## src/rtl/serial_magnitude_comparator.sv

```systemverilog
// Multi-cycle MSB-first magnitude comparator, DIGIT bits per clock, unsigned or two's-complement.
// Optional build macro SERIAL_CMP_EARLY_EXIT_EN finishes on the first differing slice.
module serial_magnitude_comparator #(
  parameter int WIDTH = 8,
  parameter int DIGIT = 2
) (
  input  logic             clk,
  input  logic             rst,
  input  logic             start,
  input  logic             signed_mode,
  input  logic [WIDTH-1:0] x,
  input  logic [WIDTH-1:0] y,
  output logic             busy,
  output logic             done,
  output logic             g,
  output logic             l,
  output logic             e
);

  localparam int K     = WIDTH / DIGIT;
  localparam int IDX_W = (K > 1) ? $clog2(K) : 1;
  localparam logic [IDX_W-1:0] LAST_IDX = IDX_W'(K - 1);

  generate
    if (WIDTH < 1 || DIGIT < 1 || (WIDTH % DIGIT) != 0) begin : g_bad_params
      $error("serial_magnitude_comparator: WIDTH must be >= 1 and an exact multiple of DIGIT >= 1");
    end
  endgenerate

  typedef enum logic [0:0] {
    IDLE = 1'b0,
    CMP  = 1'b1
  } state_t;

  state_t           state_q;
  logic [WIDTH-1:0] a_q;
  logic [WIDTH-1:0] b_q;
  logic [IDX_W-1:0] idx_q;
  logic             resolved_q;
  logic             gt_q;

  logic [DIGIT-1:0] slice_a_d;
  logic [DIGIT-1:0] slice_b_d;
  logic             slice_ne_d;
  logic             resolved_d;
  logic             gt_d;
  logic             finish_d;

  // Offset-binary mapping: flipping the sign bit turns a signed order into an unsigned one.
  function automatic logic [WIDTH-1:0] map_operand(input logic [WIDTH-1:0] v, input logic s);
    logic [WIDTH-1:0] r;
    r            = v;
    r[WIDTH-1]   = v[WIDTH-1] ^ s;
    return r;
  endfunction

  // Compare the current MSB-aligned slice and fold it into the running decision.
  always_comb begin
    slice_a_d  = a_q[WIDTH-1 -: DIGIT];
    slice_b_d  = b_q[WIDTH-1 -: DIGIT];
    slice_ne_d = (slice_a_d != slice_b_d);
    resolved_d = resolved_q | slice_ne_d;
    if (resolved_q) begin
      gt_d = gt_q;
    end else begin
      gt_d = (slice_a_d > slice_b_d);
    end
`ifdef SERIAL_CMP_EARLY_EXIT_EN
    if (idx_q == LAST_IDX) begin
      finish_d = 1'b1;
    end else if (!resolved_q && slice_ne_d) begin
      finish_d = 1'b1;
    end else begin
      finish_d = 1'b0;
    end
`else
    if (idx_q == LAST_IDX) begin
      finish_d = 1'b1;
    end else begin
      finish_d = 1'b0;
    end
`endif
  end

  // Control FSM with registered handshake and result flags.
  always_ff @(posedge clk) begin
    if (rst) begin
      state_q    <= IDLE;
      busy       <= 1'b0;
      done       <= 1'b0;
      g          <= 1'b0;
      l          <= 1'b0;
      e          <= 1'b0;
      a_q        <= '0;
      b_q        <= '0;
      idx_q      <= '0;
      resolved_q <= 1'b0;
      gt_q       <= 1'b0;
    end else begin
      done <= 1'b0;
      case (state_q)
        IDLE: begin
          if (start) begin
            a_q        <= map_operand(x, signed_mode);
            b_q        <= map_operand(y, signed_mode);
            idx_q      <= '0;
            resolved_q <= 1'b0;
            gt_q       <= 1'b0;
            busy       <= 1'b1;
            state_q    <= CMP;
          end else begin
            busy    <= 1'b0;
            state_q <= IDLE;
          end
        end
        CMP: begin
          if (finish_d) begin
            g       <= resolved_d & gt_d;
            l       <= resolved_d & ~gt_d;
            e       <= ~resolved_d;
            done    <= 1'b1;
            busy    <= 1'b0;
            state_q <= IDLE;
          end else begin
            // Shift the next slice into the MSB window instead of muxing by index.
            a_q        <= a_q << DIGIT;
            b_q        <= b_q << DIGIT;
            idx_q      <= idx_q + IDX_W'(1);
            resolved_q <= resolved_d;
            gt_q       <= gt_d;
          end
        end
        default: begin
          busy    <= 1'b0;
          state_q <= IDLE;
        end
      endcase
    end
  end

endmodule

```

## config.mk

```make
export PLATFORM = sky130hd
export DESIGN_NAME = serial_magnitude_comparator
export DESIGN_NICKNAME = d
export VERILOG_FILES = /design/src/rtl/serial_magnitude_comparator.sv
export SDC_FILE = /design/constraint.sdc
export NUM_CORES = 1
export LEC_CHECK = 0
export ABC_CLOCK_PERIOD_IN_PS = 1850
export BUFFER_PORTS_ARGS = -buffer_cell sky130_fd_sc_hd__buf_2
export CAP_MARGIN = 10
export CORE_UTILIZATION = 45
export DETAILED_ROUTE_END_ITERATION = 16
export PLACE_DENSITY_LB_ADDON = 0.3
export SETUP_SLACK_MARGIN = 0.1
export SYNTH_ARGS = -nofsm -noshare
export SYNTH_HDL_FRONTEND = slang
export SYNTH_SLANG_ARGS = --single-unit
export TNS_END_PERCENT = 50
```

## constraint.sdc

```tcl
create_clock -name clk -period 1.85 [get_ports clk]
set_clock_uncertainty 0.1 [all_clocks]
set_input_delay 0.37 -clock clk [delete_from_list [all_inputs] [get_ports clk]]
set_output_delay 0.37 -clock clk [all_outputs]
set_load 0.005 [all_outputs]
```

==> impl_results.md <==
* Layout cells sized above 1 at between 20% and 30%
* Synth Warn # at 0
* WS Path Type: register to register
* Largest net degree at the start of global routing at 20
* Area share of the largest cell type after synthesis at 42.28%
* Drc violations at 0
* Sw Share at roughly 28%
* Nets@finish at approximately 180
* Worst-Skew Late Latency at 0.32 ns
* Unique masters post-synth at 26
* Post-DP Area at 1340 um2
* TritonRoute pass-1 iters at 4
* RSZ-0062 raised after global routing: no
* Met3 Use GR at 2.778%
* Pins over their slew limit at 0
* Startpoint Class: register
* Flop pwr share at 54.3%
* Initial core utilization at 48.81%
* Endpoint class of the critical path: register
* Layout Cells excl Fill at 183
* Syn nets at 154
* Worst hold-check path type: input port to register
* GR met2 Demand/Resource at between 30% and 40%
* Yosys reg bits at 26
* CP Data Arrival Time at approximately 1.7 ns
* Max rail drop VDD at 540.7 uV
* R2R Setup Slk at 0.30 ns
* Vias per cell at 5.475
* Final core occ at a little over half
* Post-cts hold buffer count at 0
* Total net switching power at 0.3233 mW
* Syn Area/Cell at 9.398 um2
* Gate Count Post-Synth at approximately 130
* Period utilization at 83.82%
* Max-cap violations at 0
* Global-route wire length before repair at 4105 um
* DR vias at 1002
* Initial DRC count at 8
* Fmax at 644.9 MHz
* Worst path required time at between 1.5 and 2 ns
* Clk sinks at 26
* Asr flop ratio synth at 0%
* Wire per inst at 13.30 um
* Root buffer cell: clkbuf_4
* Most frequent cells in the layout: dfxtp_1, buf_2, a21oi_1
* Number of flops mapped to enable cells by yosys at 0
* PortBufs at 24
* Share of the yosys chip area belonging to registers at 42.28%
* DRT antenna net count at 0
* Slew HR at between 60% and 70%
* Status: complete, no violations
* Final instance area at between 1000 and 1500 um2
* Die height at 54.31 um
* Final Hold Fails at 0
* Slew @ Worst Pin at 0.5750 ns
* CTS H-tree depth at 1
* CP Max Fanout at 11
* Gr ovfl total at 0
* RD Place Congestion at 0.7211
* Ports at 25
* Internal power at about 0.84 mW
* Most common library cell in the layout ignoring fill and taps: dfxtp_1
* Die area at 2949 um2
* Combinational share of power at 20.8%
* Tot GR Track Use at 19.51%
* Cell area after synthesis at 1231 um2
* FILL cells at between 200 and 250
* GRT Max-Usage Layer: met2
* Area growth from synthesis to layout at 11.79%
* Number of antenna violations at the first check in global routing at 0
* Leakage at approximately 0.57 nW
* Number of global-route vias before repair at 925
* PostCTS Resize Cnt at 0
* PD cells at 842.1 nW/um2
* Ant. Diodes at 0
* Top cells by area, synth: dfxtp_1, mux2i_1, a211oi_1
* Clk slew on worst S/H paths at 0.14 ns
* DIE WIDTH at 54.31 um
* Routed WL at 2433 um
* Min cycle time layout at 1.551 ns
* Clock power frac at 24.8%
* Top_reg_cell synth: dfxtp_1
* Max clock buf depth at 2
* Placed Cells at between 150 and 200
* Setup TNS at 0 ns
* Cell taking the most area after synthesis: dfxtp_1
* Final setup fails at 0
* Postcts setup bufs at 0
* Core area at approximately 2500 um2
* GRT met1 Usage at 23.95%
* TritonCTS Buffers at 3
* CTS tree: done
* Row cnt at 18
* Worst hold slack at 0.1695 ns
* Post-DP HPWL at 1688 um
sequential cells by signal, indices dropped and copies added, names as in the netlist:
name and flops:
idx_q 2, a_q 8, g 1, state_q 1, busy 1, l 1
resolved_q 1, e 1, done 1, b_q 8, gt_q 1
synth_stat cells, types with 4 or more instances:
| master | number |
|---|---|
| nand3_1 | 8 |
| nand2b_1 | 5 |
| dfxtp_1 | 26 |
| a211oi_1 | 12 |
| a21oi_1 | 16 |
| buf_4 | 4 |
| mux2i_1 | 11 |
| buf_6 | 4 |
| nor3_1 | 10 |
| nand2_1 | 7 |
power groups by stage:
stage	combinational, mW	sequential, mW	clock [mW]
detailed placement	0.240	0.642	0
global route	0.268	0.635	0.312
CTS	0.241	0.630	0.293
finish	0.241	0.630	0.288
global placement	0.234	0.641	0
floorplan	0.196	0.636	0
critical path, cell delays in order, from the launching register on:
cell and delay (ns):
dfxtp_1 0.37, ha_1 0.28, nand2b_2 0.33, nand2_4 0.14, a211oi_1 0.24
kinds of logic after synthesis:
kind of cell | share of synthesized area [%]
AND/OR/NAND/NOR | 18.70
AO/OA/AOI/OAI | 17.68
flip-flops | 42.28
buffers and inverters | 7.927
multiplexers | 8.943
adder cells (fa/ha/maj) | 3.049
XOR/XNOR | 1.423
metrics by stage:
stage | setup slack [ns] | total power [mW]
after CTS | 0.2896 | 1.164
after floorplan | 0.4434 | 0.8321
after global placement | 0.3711 | 0.8745
after global routing | 0.1749 | 1.215
after detailed placement | 0.3216 | 0.8828
final | 0.2993 | 1.159
per-layer routing:
layer	vias to the layer above	part of all wire [%]
met3	4	2.8
met2	16	46
met4	0	2.1
met1	466	49
met5	-	0
li1	516	-
final timing paths:
check | start | endpoint | depth (start not counted)
worst max-delay path | idx_q[0]$_SDFFE_PP0P_ | a_q[5]$_SDFFE_PP0P_ | 4
worst min-delay path | y[1] | b_q[1]$_SDFFE_PP0P_ | 3
worst max register to register | idx_q[0]$_SDFFE_PP0P_ | a_q[5]$_SDFFE_PP0P_ | 4
worst min register to register | a_q[0]$_SDFFE_PP0P_ | a_q[0]$_SDFFE_PP0P_ | 2
area by class of cell:
class	instances	area, um2	share of cell area, %
well taps	30	37.54	2.727
inverters	3	11.26	0.8182
clock buffers	4	36.28	2.636
multi-input cells	91	613.1	44.55
repair buffers	29	157.7	11.45
flip-flops and latches	26	520.5	37.82
(Power assumes the default switching activity.)
